**config.mk**
```make
export PLATFORM = sky130hd
export DESIGN_NAME = s_stream_unpack_flat
export DESIGN_NICKNAME = d
export VERILOG_FILES = /design/src/rtl/s_stream_unpack_if.sv /design/src/rtl/s_stream_unpack.sv /design/src/flat_wrapper.sv
export SDC_FILE = /design/constraint.sdc
export NUM_CORES = 1
export LEC_CHECK = 0
export CAP_MARGIN = 15
export CELL_PAD_IN_SITES_DETAIL_PLACEMENT = 0
export CELL_PAD_IN_SITES_GLOBAL_PLACEMENT = 1
export CORE_AREA = 2 2 303 305
export CTS_BUF_LIST = sky130_fd_sc_hd__clkbuf_8
export CTS_CLUSTER_DIAMETER = 200
export DETAILED_ROUTE_END_ITERATION = 10
export DIE_AREA = 0 0 305 307
export PLACE_DENSITY = 0.49
export SKIP_LAST_GASP = 1
export SYNTH_ARGS = -nofsm -noshare
export SYNTH_HDL_FRONTEND = slang
export SYNTH_SLANG_ARGS = --single-unit
export TNS_END_PERCENT = 50
```
**constraint.sdc**
```tcl
create_clock -name s00_axis_aclk -period 4.3 [get_ports s00_axis_aclk]
set_input_delay 0.43 -clock s00_axis_aclk [delete_from_list [all_inputs] [get_ports s00_axis_aclk]]
set_output_delay 0.43 -clock s00_axis_aclk [all_outputs]
set_load 0.1 [all_outputs]
```
**src/rtl/s_stream_unpack_if.sv**
```systemverilog
// AXI4-Stream beat bus (32-bit data, byte strobes, last) between a source and the unpacker.
// Latency: none, wires only.
// Backpressure: the slave drives tready; a beat transfers on tvalid && tready.
interface s_stream_unpack_if;
    logic [31:0] tdata;
    logic [3:0]  tstrb;
    logic        tlast;
    logic        tvalid;
    logic        tready;

    modport master (output tdata, output tstrb, output tlast, output tvalid, input tready);
    modport slave  (input tdata, input tstrb, input tlast, input tvalid, output tready);
endinterface

```
**src/rtl/s_stream_unpack.sv**
```systemverilog
// AXI4-Stream 32-bit beat receiver: buffers beats and hands them out as 16-bit halfwords, low half first.
// Latency: beat readable the cycle after acceptance; rd_data appears 1 cycle after rd_en.
// Backpressure: tready drops when the FIFO holds FIFO_DEPTH beats, judged on registered count only.
module s_stream_unpack #(
    parameter int FIFO_DEPTH = 16,
    parameter int LW         = $clog2(FIFO_DEPTH) + 1
) (
    input  logic                 s00_axis_aclk,
    input  logic                 s00_axis_areset,
    s_stream_unpack_if.slave     s00_axis,
    input  logic                 rd_en,
    output logic [15:0]          rd_data,
    output logic                 rd_valid,
    output logic                 rd_last,
    output logic                 empty,
    output logic [LW-1:0]        level,
    output logic                 strb_err
);
    localparam int AW = $clog2(FIFO_DEPTH);

    // Entry layout: [33] last, [32] two halves valid, [31:0] beat data.
    logic [33:0]   mem_q [FIFO_DEPTH];
    logic [AW-1:0] wr_ptr_q, rd_ptr_q;
    logic [LW-1:0] count_q;
    logic          sel_q;
    logic [15:0]   rd_data_q;
    logic          rd_valid_q;
    logic          rd_last_q;
    logic          strb_err_q;

    logic          accept;
    logic          rd_fire;
    logic          pop;
    logic          in_two;
    logic          in_bad;
    logic [33:0]   head;

    // Only the exact low-half pattern marks a single-half beat; anything unexpected is kept whole.
    assign in_two  = (s00_axis.tstrb != 4'b0011);
    assign in_bad  = (s00_axis.tstrb != 4'b1111) && (s00_axis.tstrb != 4'b0011);

    assign s00_axis.tready = !s00_axis_areset && (count_q != LW'(FIFO_DEPTH));
    assign accept  = s00_axis.tvalid && s00_axis.tready;

    assign head    = mem_q[rd_ptr_q];
    assign empty   = (count_q == '0);
    assign rd_fire = rd_en && !empty;
    // The head entry leaves once its final half has been read.
    assign pop     = rd_fire && (sel_q || !head[32]);

    assign level    = count_q;
    assign rd_data  = rd_data_q;
    assign rd_valid = rd_valid_q;
    assign rd_last  = rd_last_q;
    assign strb_err = strb_err_q;

    // Storage array: no reset needed, stale contents are unreachable once pointers clear.
    always_ff @(posedge s00_axis_aclk) begin
        if (accept) begin
            mem_q[wr_ptr_q] <= {s00_axis.tlast, in_two, s00_axis.tdata};
        end
    end

    // Pointers, occupancy, half-select and the registered read port.
    always_ff @(posedge s00_axis_aclk) begin
        if (s00_axis_areset) begin
            wr_ptr_q   <= '0;
            rd_ptr_q   <= '0;
            count_q    <= '0;
            sel_q      <= 1'b0;
            rd_data_q  <= '0;
            rd_valid_q <= 1'b0;
            rd_last_q  <= 1'b0;
            strb_err_q <= 1'b0;
        end else begin
            if (accept) begin
                wr_ptr_q <= wr_ptr_q + 1'b1;
            end
            if (accept && in_bad) begin
                strb_err_q <= 1'b1;
            end

            case ({accept, pop})
                2'b10:   count_q <= count_q + 1'b1;
                2'b01:   count_q <= count_q - 1'b1;
                default: count_q <= count_q;
            endcase

            rd_valid_q <= rd_fire;
            rd_last_q  <= 1'b0;
            if (rd_fire) begin
                rd_data_q <= sel_q ? head[31:16] : head[15:0];
                rd_last_q <= head[33] && (sel_q || !head[32]);
                if (pop) begin
                    rd_ptr_q <= rd_ptr_q + 1'b1;
                    sel_q    <= 1'b0;
                end else begin
                    sel_q    <= 1'b1;
                end
            end
        end
    end
endmodule

```
**src/flat_wrapper.sv**
```systemverilog
// flat-port wrapper written by rule: the top's interface ports become plain ports
module s_stream_unpack_flat 
#(
    parameter int FIFO_DEPTH = 16,
    parameter int LW         = $clog2(FIFO_DEPTH) + 1
)
  (s00_axis_aclk, s00_axis_areset, rd_en, rd_data, rd_valid, rd_last, empty, level, strb_err, s00_axis_tdata, s00_axis_tstrb, s00_axis_tlast, s00_axis_tvalid, s00_axis_tready);
  s_stream_unpack_if s00_axis_i ();
  input  logic s00_axis_aclk;
  input  logic s00_axis_areset;
  input  logic rd_en;
  output logic [15:0] rd_data;
  output logic rd_valid;
  output logic rd_last;
  output logic empty;
  output logic [LW-1:0] level;
  output logic strb_err;
  input wire logic [$bits(s00_axis_i.tdata)-1:0] s00_axis_tdata;
  input wire logic [$bits(s00_axis_i.tstrb)-1:0] s00_axis_tstrb;
  input wire logic [$bits(s00_axis_i.tlast)-1:0] s00_axis_tlast;
  input wire logic [$bits(s00_axis_i.tvalid)-1:0] s00_axis_tvalid;
  output wire logic [$bits(s00_axis_i.tready)-1:0] s00_axis_tready;
  assign s00_axis_i.tdata = s00_axis_tdata;
  assign s00_axis_i.tstrb = s00_axis_tstrb;
  assign s00_axis_i.tlast = s00_axis_tlast;
  assign s00_axis_i.tvalid = s00_axis_tvalid;
  assign s00_axis_tready = s00_axis_i.tready;
  s_stream_unpack #(.FIFO_DEPTH(FIFO_DEPTH), .LW(LW)) u_core (.s00_axis_aclk(s00_axis_aclk), .s00_axis_areset(s00_axis_areset), .s00_axis(s00_axis_i), .rd_en(rd_en), .rd_data(rd_data), .rd_valid(rd_valid), .rd_last(rd_last), .empty(empty), .level(level), .strb_err(strb_err));
endmodule
```
==> results.yml, run 1 <==
synth:
  synth.yosys.seq_area_share: 0.759
  synth_mux_area_frac: 0.153
  yosys.area.top_type_share: 0.727
  yosys.area_share.simple: 0.0280
  synth_fa_ha_area_frac: 0.00590
  yosys_warnings: 0
  synth_compound_area_frac: 0.0343
  synthCells: 1164
  yosys-top-cells-area: "edfxtp_1 (73%), mux2_2 (6.9%), mux4_2 (6.9%)"
  synth.distinct_cells: 38
  syn_nets: 1215
  synth_top_family_by_area: "multiplexers"
  synthesis.area_sq_um: 22500
  ys_ff_latch: 581
  synth_xor_area_frac: 0.00234
  syn_avg_cell_area_sq_um: 19.3
  synth_largest_area_cell: "edfxtp_1"
placement:
  place.gp.congestion: 0.695
  hpwl_um: 30800
  port_buffers: 66
  preCtsSetupSlack_ns: 0.789
setup_path:
  worstSetupPathType: "register to register"
  r2r_cells: 12
  cp-end-kind: "register"
  crit_fanout: 16
  required_ns: 4.90
  cp-start-kind: "register"
  arrival_ns: 4.08
  reg2reg_slack_ns: 0.82
  worst_r2r_endpoint: "u_core.level[4]"
layout:
  fin_util: 0.294
  drive_gt1_frac: 0.285
  layout.nets: 1351
  area_delta_synth_final_pct: 18.5
  nFillCells: 9015
clocking:
  cts_max_level: 3
  cts_resized: 0
  clock_latency_ns: 0.70
  numCtsBuffers: 96
  cts_hold_buf: 0
  cts_root_buf: "clkbuf_8"
  clk_path_buf_depth: 3
  post_cts_buffers: 0
  clock-sinks: 581
  clkTransAtPathRegs_ns: 0.06
  cts_tree: "yes"
global_routing:
  grt_pass1_wl_um: 88100
  overflow: 0
  grt_pass1_vias: 12188
  antenna_found_initial: 4
  grtUsageTotal: 0.131
  grt_max_degree: 109
sta:
  rsz0062_at_grt: "false"
  slew_viol_final: 0
  fin_ws_ns: 0.824
  clock_skew_ns: 0.0301
  finalSetupTns_ns: 0
  fmax_mhz: 288
  setup_viol: 0
  fin_crit_ns: 3.48
  slew_headroom: 0.307
  tightest_slew_ns: 1.01
  finalHoldViolations: 0
  fin_crit_sh: 0.808
  fin_hold_ws_ns: 0.211
floorplanning:
  design.die.area_sq_um: 93600
  initial_utilization: 0.248
  coreArea_sq_um: 90700
  die_y_um: 307
  fp.dieW_um: 305
  io-pin-count: 67
  core.rowCount: 111
pwr:
  power.internal_uw: 9080
  pwr_density_cell_nw_per_um2: 457
  power.net_switching_uw: 3090
  max-vdd-ir-drop_mv: 0.335
  p_clk_frac: 0.378
  total_leakage_power_uw: 0.00816
  sw_frac_of_total: 0.254
  power_frac_seq: 0.520
  p_comb_frac: 0.102
drt:
  vias: 11583
  via_per_inst: 4.51
  remaining_drc_errors: 0
  drtPass1Iterations: 5
  wl_um: 61600
  wire_per_inst_um: 24.0
  ant_nets: 0
  drt_iter0_drc: 803
flow_run:
  max_cap_viol_count: 0
hold_path:
  hp-class: "primary input to register"
  hold_depth: 5
  hp-start: "s00_axis_areset"
  worst_hold_path.endpoint: "u_core.wr_ptr_q[1]"
run_status:
  status: "complete, no violations"
==> state kept, by name (all words and copies together), names as in the netlist, named ones only <==
signal           cells
u_core.rd_last       1
u_core.level         5
u_core.wr_ptr_q      4
u_core.mem_q       544
u_core.rd_data      16
u_core.strb_err      1
u_core.sel_q         1
u_core.rd_valid      1
u_core.rd_ptr_q      4
==> kinds of logic (layout without fill, tap and decap cells) <==
logic type | count (synthesis) | count (layout)
other cells | 0 | 3
buf+inv | 74 | 290
mux | 241 | 241
simple gates | 135 | 135
flops | 581 | 581
fa+ha+maj | 10 | 10
compound gates | 117 | 117
xor+xnor | 6 | 6
==> how the worst max path moves through the flow <==
stage,from,to,depth (start not counted)
floorplan,u_core.level[0],u_core.mem_q[1][0],4
global placement,register,u_core.level[4],12
detailed placement,register,u_core.level[4],12
CTS,register,u_core.level[4],12
global route,register,u_core.level[4],12
finish,register,u_core.level[4],12
==> layout by cell type (no fill, tap or decap), drive strengths merged, types with 34 or more instances in the layout <==
master         Yosys  layout
mux2             138     138
nor2              59      59
edfxtp           544     544
dfxtp             37      37
clkdlybuf4s50      0      65
inv                8      57
mux2i             34      34
o22ai             83      83
clkbuf            33     106
buf               33      39
mux4              69      69
nor3              42      42
==> cells in the mapped netlist (all sizes together) <==
library cell    n
inv             8
o21ai           3
o31ai           3
xor2            3
or4             3
and3b           1
or2             2
ha              9
fa              1
nand4           2
edfxtp        544
a21oi           8
nor2           59
nor4            1
nand2b          7
mux2i          34
nand3           2
a2111oi        16
xnor2           3
o21a            1
mux4           69
a21o            1
nand2           9
clkbuf         33
o22ai          83
and3            1
mux2          138
nor2b           6
a211oi          2
nor3           42
dfxtp          37
buf            33
==> layer usage <==
metal / vias to the layer above / GRT usage / wire length (um) / share of wire
li1: 5023 / - / - / -
met5: - / 0 / 13 / 0.00021
met3: 109 / 0.0244 / 2670 / 0.043
met2: 297 / 0.206 / 28500 / 0.46
met1: 6152 / 0.182 / 28800 / 0.47
met4: 2 / 0.0448 / 1650 / 0.027
==> worst max-delay path, cell delays in order, from the launching register on <==
cell	delay, ns
dfxtp_2	0.68
nand2_2	0.14
o21ai_0	0.25
nor3_1	0.14
nor3_2	0.37
ha_1	0.32
inv_1	0.10
fa_1	0.38
nor2b_1	0.15
o21ai_0	0.12
and3_1	0.21
or4_1	0.40
a21oi_1	0.14
==> power groups by stage <==
stage,logic [uW],clock network (uW),registers [uW]
after floorplan,602,0,6680
after global placement,1250,0,6450
after detailed placement,1250,0,6450
after CTS,1260,4750,6330
after global routing,1320,5010,6330
final,1240,4600,6330
==> layout make-up <==
type	count	area, sq um	share of cell area
antenna	3	7.51	0.000282
clock buffer	106	1460	0.0548
clock inverter	72	360	0.0135
inverter	8	30.0	0.00113
multi-input combinational	509	5170	0.194
sequential	581	17100	0.641
tap	1186	1480	0.0557
timing repair buffer	104	1040	0.0391
==> per-stage QoR <==
step / instances / power (uW) / area, sq um
final: 2569 / 12200 / 26600
after global routing: 2568 / 12700 / 26600
after CTS: 2566 / 12300 / 26600
after detailed placement: 2388 / 7700 / 24800
after global placement: 2388 / 7690 / 24800
after floorplan: 1164 / 7280 / 22500
Power figures use the tool's default switching activity.
==> run 2, diff against run 1 <==
==> constraint.sdc (replaced) <==
create_clock -name s00_axis_aclk -period 3.1 [get_ports s00_axis_aclk]
set_input_delay 0.31 -clock s00_axis_aclk [delete_from_list [all_inputs] [get_ports s00_axis_aclk]]
set_output_delay 0.31 -clock s00_axis_aclk [all_outputs]
set_load 0.1 [all_outputs]
==> run 2 against run 1 <==
Final cell count rose by 0.62%. Largest cell class unchanged. Highest routed layer unchanged. Wire length rose by 2.6%. Non-clock buffer count rose by 18.
==> results.yml, run 2 (same netlist as run 1, synthesis figures left out) <==
layout:
  drive_gt1_frac: 0.312
  max_flop_register: "u_core.mem_q"
  diodes: 0
  final_cell_mix: "edfxtp_1 (544), mux2_2 (138), clkbuf_8 (103)"
  area_delta_synth_final_pct: 19.6
  final_area_sq_um: 26900
  fin_util: 0.297
  largest_reg_flops: 544
  layout.nets: 1370
  layout_commonest_cell: "edfxtp_1"
global_routing:
  grtUsageTotal: 0.135
  antenna_found_initial: 5
  overflow: 0
  grt_pass1_vias: 12186
  grt_pass1_wl_um: 89600
  grt_max_degree: 72
sta:
  slew_viol_final: 0
  fin_crit_ns: 3.02
  tightest_slew_ns: 0.971
  slew_headroom: 0.351
  finalHoldViolations: 0
  fmax_mhz: 332
  rsz0062_at_grt: "true"
  setup_viol: 0
  clock_skew_ns: 0.0308
  fin_crit_sh: 0.973
drt:
  drtPass1Iterations: 5
  wl_um: 63200
  wire_per_inst_um: 24.5
  via_per_inst: 4.56
  drt_iter0_drc: 954
  remaining_drc_errors: 0
  ant_nets: 0
  vias: 11775
pwr:
  p_clk_frac: 0.374
  pwr_density_cell_nw_per_um2: 625
  total_leakage_power_uw: 0.00828
  power.internal_uw: 12500
  sw_frac_of_total: 0.258
  power.net_switching_uw: 4330
  max-vdd-ir-drop_mv: 0.303
  p_comb_frac: 0.104
  power_frac_seq: 0.522
clocking:
  cts_max_level: 3
  clk_path_buf_depth: 3
  numCtsBuffers: 97
  clkTransAtPathRegs_ns: 0.06
  clock-sinks: 581
  cts_tree: "yes"
  cts_root_buf: "clkbuf_8"
  clock_latency_ns: 0.70
hold_path:
  hp-start: "s00_axis_areset"
  hp-class: "primary input to register"
  hold_depth: 5
  worst_hold_path.endpoint: "u_core.wr_ptr_q[1]"
flow_run:
  max_cap_viol_count: 0
floorplanning:
  die_y_um: 307
  fp.dieW_um: 305
  coreArea_sq_um: 90700
  core.rowCount: 111
  io-pin-count: 67
  design.die.area_sq_um: 93600
  initial_utilization: 0.248
setup_path:
  crit_fanout: 11
  arrival_ns: 3.62
  required_ns: 3.70
  worst_r2r_endpoint: "u_core.level[4]"
  reg2reg_slack_ns: 0.08
  worstPathCellList: "mux2_2, o21ai_0, nor3_1, nor3_2, ha_2, inv_1, fa_2, nor2b_1, o21ai_1, and3_1, or4_1, a21oi_1"
  cp-end-kind: "register"
  r2r_cells: 12
  worstSetupPathType: "register to register"
  critPathMaxStageDelay_ns: 0.45
  cp-start-kind: "register"
  slowest_stage: "dfxtp_4"
placement:
  port_buffers: 66
  place.gp.congestion: 0.695
  dpl_cell_area_sq_um: 25100
  hpwl_um: 32700
run_status:
  status: "complete, no violations"
## run 2: cell types whose count changed in the layout (fill, tap and decap cells not counted), moves of 5 or more
cell             change
dfxtp_1              -5
clkdlybuf4s50_1     -18
clkinv_1            +13
buf_4               +23
buf_12              +11
inv_1               -10
## run 2: power groups by stage
| stage | Combinational (uW) | Sequential, uW | Clock (uW) |
|---|---|---|---|
| global route | 1870 | 8790 | 6840 |
| CTS | 1780 | 8780 | 6510 |
| finish | 1750 | 8780 | 6280 |
| floorplan | 845 | 9260 | 0 |
| detailed placement | 1780 | 8940 | 0 |
| global placement | 1760 | 8940 | 0 |
## run 2: worst max-delay path by stage
stage	startpoint	slack (ns)	cells past startpoint	to
3_3_place_gp	register	0.03	7	u_core.rd_data[1]
6_report	register	0.08	12	u_core.level[4]
2_1_floorplan	register	0.03	14	u_core.level[4]
4_1_cts	register	0.0002	12	u_core.level[4]
5_1_grt	register	-0.10	12	u_core.level[4]
3_5_place_dp	register	0.02	12	u_core.level[4]
## run 2: what timing repair did
| item | 4_1_cts | 5_1_grt |
|---|---|---|
| setup buffers | 0 | 0 |
| hold buffers | 0 | 0 |
| resized for setup | 0 | 4 |
| setup endpoints to repair | 0 | 6 |
## run 2: stage by stage
step	cells	hold WS (ns)	total power [uW]	setup WS, ns	setup TNS (ns)
floorplan	1164	0.409	10100	0.0302	0
global placement	2406	0.452	10700	0.0258	0
detailed placement	2406	0.467	10700	0.0169	0
CTS	2585	0.0248	17100	0.000196	0
global route	2585	0.0825	17500	-0.102	-0.263
finish	2585	0.105	16800	0.0849	0
## run 2: routing by layer
layer / share of wire / routed length [um] / vias up / GRT usage
li1: - / - / 5066 / -
met1: 0.46 / 29300 / 6296 / 0.185
met2: 0.47 / 29600 / 310 / 0.216
met3: 0.049 / 3120 / 101 / 0.0294
met4: 0.019 / 1170 / 2 / 0.0327
met5: 0.00021 / 13 / - / 0
## run 2: final cells by class
class                   count  area, sq um
clock buffers             103         1420
well taps                1186         1480
flip-flops and latches    581        17100
repair buffers            122         1290
fillers                  8961        63800
clock inverters            76          372
multi-input cells         509         5210
inverters                   8         30.0
## run 2: worst max-delay path: cells and delay by family (launching register included)
| kind | cells | cell delay, ns |
|---|---|---|
| multiplexers | 1 | 0.35 |
| AND/OR/NAND/NOR | 5 | 1.04 |
| buffers and inverters | 1 | 0.08 |
| adder cells (fa/ha/maj) | 2 | 0.58 |
| AO/OA/AOI/OAI | 3 | 0.44 |
| flip-flops | 1 | 0.45 |
==> run 3, diff against run 2 <==
--- a/config.mk
+++ b/config.mk
@@ -8,12 +8,12 @@
 export CAP_MARGIN = 15
 export CELL_PAD_IN_SITES_DETAIL_PLACEMENT = 0
 export CELL_PAD_IN_SITES_GLOBAL_PLACEMENT = 1
-export CORE_AREA = 2 2 303 305
+export CORE_AREA = 2 2 216 218
 export CTS_BUF_LIST = sky130_fd_sc_hd__clkbuf_8
 export CTS_CLUSTER_DIAMETER = 200
 export DETAILED_ROUTE_END_ITERATION = 10
-export DIE_AREA = 0 0 305 307
-export PLACE_DENSITY = 0.49
+export DIE_AREA = 0 0 218 220
+export PLACE_DENSITY = 0.82
 export SKIP_LAST_GASP = 1
 export SYNTH_ARGS = -nofsm -noshare
 export SYNTH_HDL_FRONTEND = slang
==> run 3 against run 2 <==
Count of clock-buffer cells in the layout is 4 lower. Final cell count decreased by 23%. Sequential share of layout area up 2.2 points. Worst setup slack improved by 0.029 ns. Worst hold slack improved by 0.075 ns. Combinational power about the same. Die area is 49% lower. Register-to-register slack better by 0.03 ns. Core utilization up 27 points. Cell area decreased by 3.3%. Fmax grew 0.96%. Highest routed layer unchanged.
==> results.yml, run 3 (same netlist as run 1, synthesis figures left out) <==
run_status:
  status: "complete, no violations"
floorplanning:
  core.rowCount: 79
  initial_utilization: 0.490
  coreArea_sq_um: 45900
  design.die.area_sq_um: 48000
  io-pin-count: 67
  die_y_um: 220
  fp.dieW_um: 218
hold_path:
  hp-class: "primary input to register"
drt:
  remaining_drc_errors: 0
  wire_per_inst_um: 25.9
  via_per_inst: 5.88
  drt_iter0_drc: 1148
  wl_um: 51700
  drtPass1Iterations: 5
  ant_nets: 0
  vias: 11758
layout:
  drive_gt1_frac: 0.314
  max_flop_register: "u_core.mem_q"
  final_cell_mix: "edfxtp_1 (544), mux2_2 (138), clkbuf_8 (99)"
  area_delta_synth_final_pct: 15.7
  fin_util: 0.567
  layout.cells.non_filler: 1998
  largest_reg_flops: 544
  layout.nets: 1368
  layout_commonest_cell: "edfxtp_1"
  nFillCells: 3435
clocking:
  numCtsBuffers: 86
  clock-sinks: 581
  cts_root_buf: "clkbuf_8"
  clk_path_buf_depth: 3
  cts_tree: "yes"
  cts_max_level: 3
  clock_latency_ns: 0.65
  clkTransAtPathRegs_ns: 0.06
sta:
  slew_headroom: 0.322
  fin_crit_sh: 0.963
  fin_crit_ns: 2.99
  tightest_slew_ns: 1.01
  fin_ws_ns: 0.114
  fmax_mhz: 335
  fin_hold_ws_ns: 0.180
  setup_viol: 0
  clock_skew_ns: 0.0293
  finalHoldViolations: 0
  rsz0062_at_grt: "true"
  slew_viol_final: 0
global_routing:
  overflow: 0
  grtUsageTotal: 0.218
  grt_max_degree: 105
  grt_pass1_wl_um: 75300
  grt_pass1_vias: 11807
  antenna_found_initial: 6
pwr:
  total_power_uw: 16200
  pwr_density_cell_nw_per_um2: 624
  max-vdd-ir-drop_mv: 0.277
  total_leakage_power_uw: 0.00821
setup_path:
  reg2reg_slack_ns: 0.11
  cp-start-kind: "register"
  cp-end-kind: "register"
  arrival_ns: 3.55
  crit_fanout: 7
  required_ns: 3.66
  worstSetupPathType: "register to register"
placement:
  port_buffers: 66
  place.gp.congestion: 0.806
  dp.cells: 1830
  preCtsSetupSlack_ns: 0.0284
  hpwl_um: 28000
flow_run:
  max_cap_viol_count: 0
==> run 3: path summary, 6_finish.rpt <==
kind | startpoint | endpoint | cells after the start
hold reg to reg | u_core.strb_err | u_core.strb_err | 2
hold / removal | s00_axis_areset | u_core.wr_ptr_q[1] | 5
setup / recovery | register | u_core.level[4] | 13
setup reg to reg | register | u_core.level[4] | 13
==> run 3: cell type report <==
type / instances / area, sq um / share of cell area
Clock buffer: 99 / 1360 / 0.0524
Timing Repair Buffer: 131 / 1290 / 0.0495
Sequential cell: 581 / 17100 / 0.657
Inverter: 8 / 30.0 / 0.00115
Multi-Input combinational cell: 509 / 5220 / 0.201
Clock inverter: 61 / 254 / 0.00977
Antenna cell: 2 / 5.00 / 0.000192
Tap cell: 607 / 759 / 0.0292
==> run 3: what timing repair did <==
action	in CTS	in global routing
hold buffers	0	0
gates resized for setup	0	8
setup buffers	0	6
setup endpoints to repair	0	2
==> run 3: worst max-delay path, cell delays in order (launching register included) <==
cell     delay (ns)
dfxtp_4        0.40
buf_6          0.14
mux2_2         0.34
o22ai_2        0.13
nor3_2         0.09
nor3_2         0.20
ha_2           0.23
inv_1          0.08
fa_2           0.35
nor2b_2        0.13
o21ai_1        0.08
and3_1         0.19
or4_1          0.39
a21oi_1        0.15
==> run 3: routing by layer <==
layer  vias up  GRT usage  wire [um]
met5         -          0         47
met4         8     0.0819       1370
met3       112     0.0482       3920
met2       531      0.363      25700
met1      6055      0.282      20700
li1       5052          -          -
==> run 3: metrics by stage <==
step / TNS, ns / area [sq um]
floorplan: 0 / 22600
global placement: 0 / 24300
detailed placement: 0 / 24300
CTS: 0 / 25900
global route: -0.113 / 26000
finish: 0 / 26000
==> run 3: power by group <==
part | leakage (uW) | switching, uW | internal [uW]
sequential | 0.00522 | 78.9 | 8690
combinational | 0.00204 | 1110 | 619
clock | 0.000954 | 2820 | 2910
==> RTL change (config.mk and constraints of run 2) <==
Make the reset (`s00_axis_areset`) asynchronous in one clocked block.
--- a/src/rtl/s_stream_unpack.sv
+++ b/src/rtl/s_stream_unpack.sv
@@ -62,7 +62,7 @@
     end
 
     // Pointers, occupancy, half-select and the registered read port.
-    always_ff @(posedge s00_axis_aclk) begin
+    always_ff @(posedge s00_axis_aclk or posedge s00_axis_areset) begin
         if (s00_axis_areset) begin
             wr_ptr_q   <= '0;
             rd_ptr_q   <= '0;
Function: differs if s00_axis_areset is asserted again (counterexample within 4 cycles, from zero or initial values and one cycle with s00_axis_areset high); with s00_axis_areset held inactive, the same outputs for 4 cycles.
==> RTL change against run 2 <==
  * Final area grew 0.19%
  * Routed wire length fell by 7.8%
  * Worst setup slack better by 0.12 ns
  * Critical path depth unchanged
  * Sequential cell count fell by 4
  * Final cell count fell by 1.7%
  * Synthesized area up 0.12%
  * Sequential share of layout area increased by 0.21 points
  * Fmax up 4.3%
Power is not compared: it rests on default switching activity, and its combinational part moved more than twofold at a synthesized area within 25%.
==> RTL change: results (changes against run 2) <==
status: "finished clean"
slowest_delay_ns: 0.51  # +0.06 ns
synth_top_area_frac: 0.726  # -0.000848
dp_hpwl_um: 29600  # -9.6%
nets: 1331  # -2.8%
grt_pass1_wl_um: 84000  # -6.3%
grtUsageMet2: 0.213  # -0.00275
yosysSeqAreaShare: 0.762  # +0.00289
crit_arrival_ns: 3.47  # -0.15 ns
grt_max_degree: 106  # +47%
cts_buffers: 92  # -5.2%
drtIter0Drc: 717  # -25%
nFillCells: 8874  # -0.97%
dr.pass1.iters: 4  # -1
clkTransAtPathRegs_ns: 0.07
critPathMaxFanout: 9  # -2
synth_nets: 1191  # -2.0%
drive_gt1_frac: 0.251  # -0.0609
viasPerCell: 4.43  # -2.7%
cp_top_family: "compound AO/OA/AOI/OAI gates"
largest-register: "u_core.mem_q"
tightest_slew_ns: 0.987  # +0.0163 ns
gp_congestion: 0.717  # +3.2%
synthTopCellsByCount: "edfxtp_1 (544), mux4_2 (105), a21oi_1 (68), mux2i_1 (66), nand2_1 (43)"
finalWirelength_um: 58300  # -7.8%
fin_skew_ns: 0.0260  # -0.00484 ns
synth.area.top_cells: "edfxtp_1 (73%), mux4_2 (11%), dfrtp_1 (3.7%), mux2i_1 (2.9%), a21oi_1 (1.5%)"
dpl-instance-area_um2: 25100  # +0.17%
yosys_warnings: 0  # unchanged
grtUsageMet1: 0.159  # -0.0258
grt_pass1_vias: 12000  # -1.2%
synthArstFlopShare: 0.0572  # +0.0572
use_met3: 0.0220  # -0.00744
slowest_stage: "dfrtp_4"
antenna_found_initial: 1  # -4
grt_usage: 0.125  # -0.00980
synth_cell_type_count: 48  # +26%
hp-class: "input pin to asynchronous set/reset pin"
-- RTL change: worst paths after layout --
path                                     start                 end  slack, ns  cells past startpoint
max in group asynchronous      s00_axis_areset  u_core.rd_data[13]       2.43                      3
setup reg to reg            u_core.rd_ptr_q[0]     u_core.level[4]       0.21                     12
hold reg to reg                u_core.strb_err     u_core.strb_err       0.47                      1
hold / removal                 s00_axis_areset  u_core.rd_ptr_q[3]       0.08                      2
setup / recovery            u_core.rd_ptr_q[0]     u_core.level[4]       0.21                     12
min in group s00_axis_aclk   s00_axis_tstrb[0]     u_core.strb_err       0.28                      3
-- RTL change: metal layers --
| metal | up-vias | share of wire |
|---|---|---|
| li1 | 4990 | - |
| met1 | 5983 | 0.44 |
| met2 | 201 | 0.50 |
| met3 | 85 | 0.034 |
| met4 | 2 | 0.022 |
| met5 | - | 0.00017 |
-- RTL change: layout make-up --
cell class,count,area [um2],area share
timing repair buffer,112,1250,0.0463
clock inverter,59,304,0.0113
inverter,24,90.1,0.00334
sequential,577,17200,0.638
tap,1186,1480,0.0551
clock buffer,109,1500,0.0557
multi-input combinational,475,5140,0.191
-- RTL change: cell families after synthesis --
group	share of synthesized area
buffers and inverters	0.0186
and+or+nand+nor	0.0213
DFF	0.762
xor gates and xnor gates	0.00467
AOI/OAI and AO/OA	0.0527
muxes	0.136
adders and majority gates	0.00445
-- RTL change: power by group --
group	internal [W]	switching (W)	total, W
Combinational	0.00307	0.00499	0.00807
Sequential	0.00912	0.000402	0.00953
Clock	0.00336	0.00298	0.00634
Total	0.0156	0.00837	0.0239
-- RTL change: through the flow --
stage	worst slack [ns]	TNS [ns]	instances	util
2_1_floorplan	-0.314	-108.15	1142	-
3_3_place_gp	0.0657	0	2374	0.277
3_5_place_dp	0.0887	0	2374	0.277
4_1_cts	0.0726	0	2542	0.297
5_1_grt	-0.0396	-0.0396	2542	0.297
6_report	0.208	0	2542	0.297
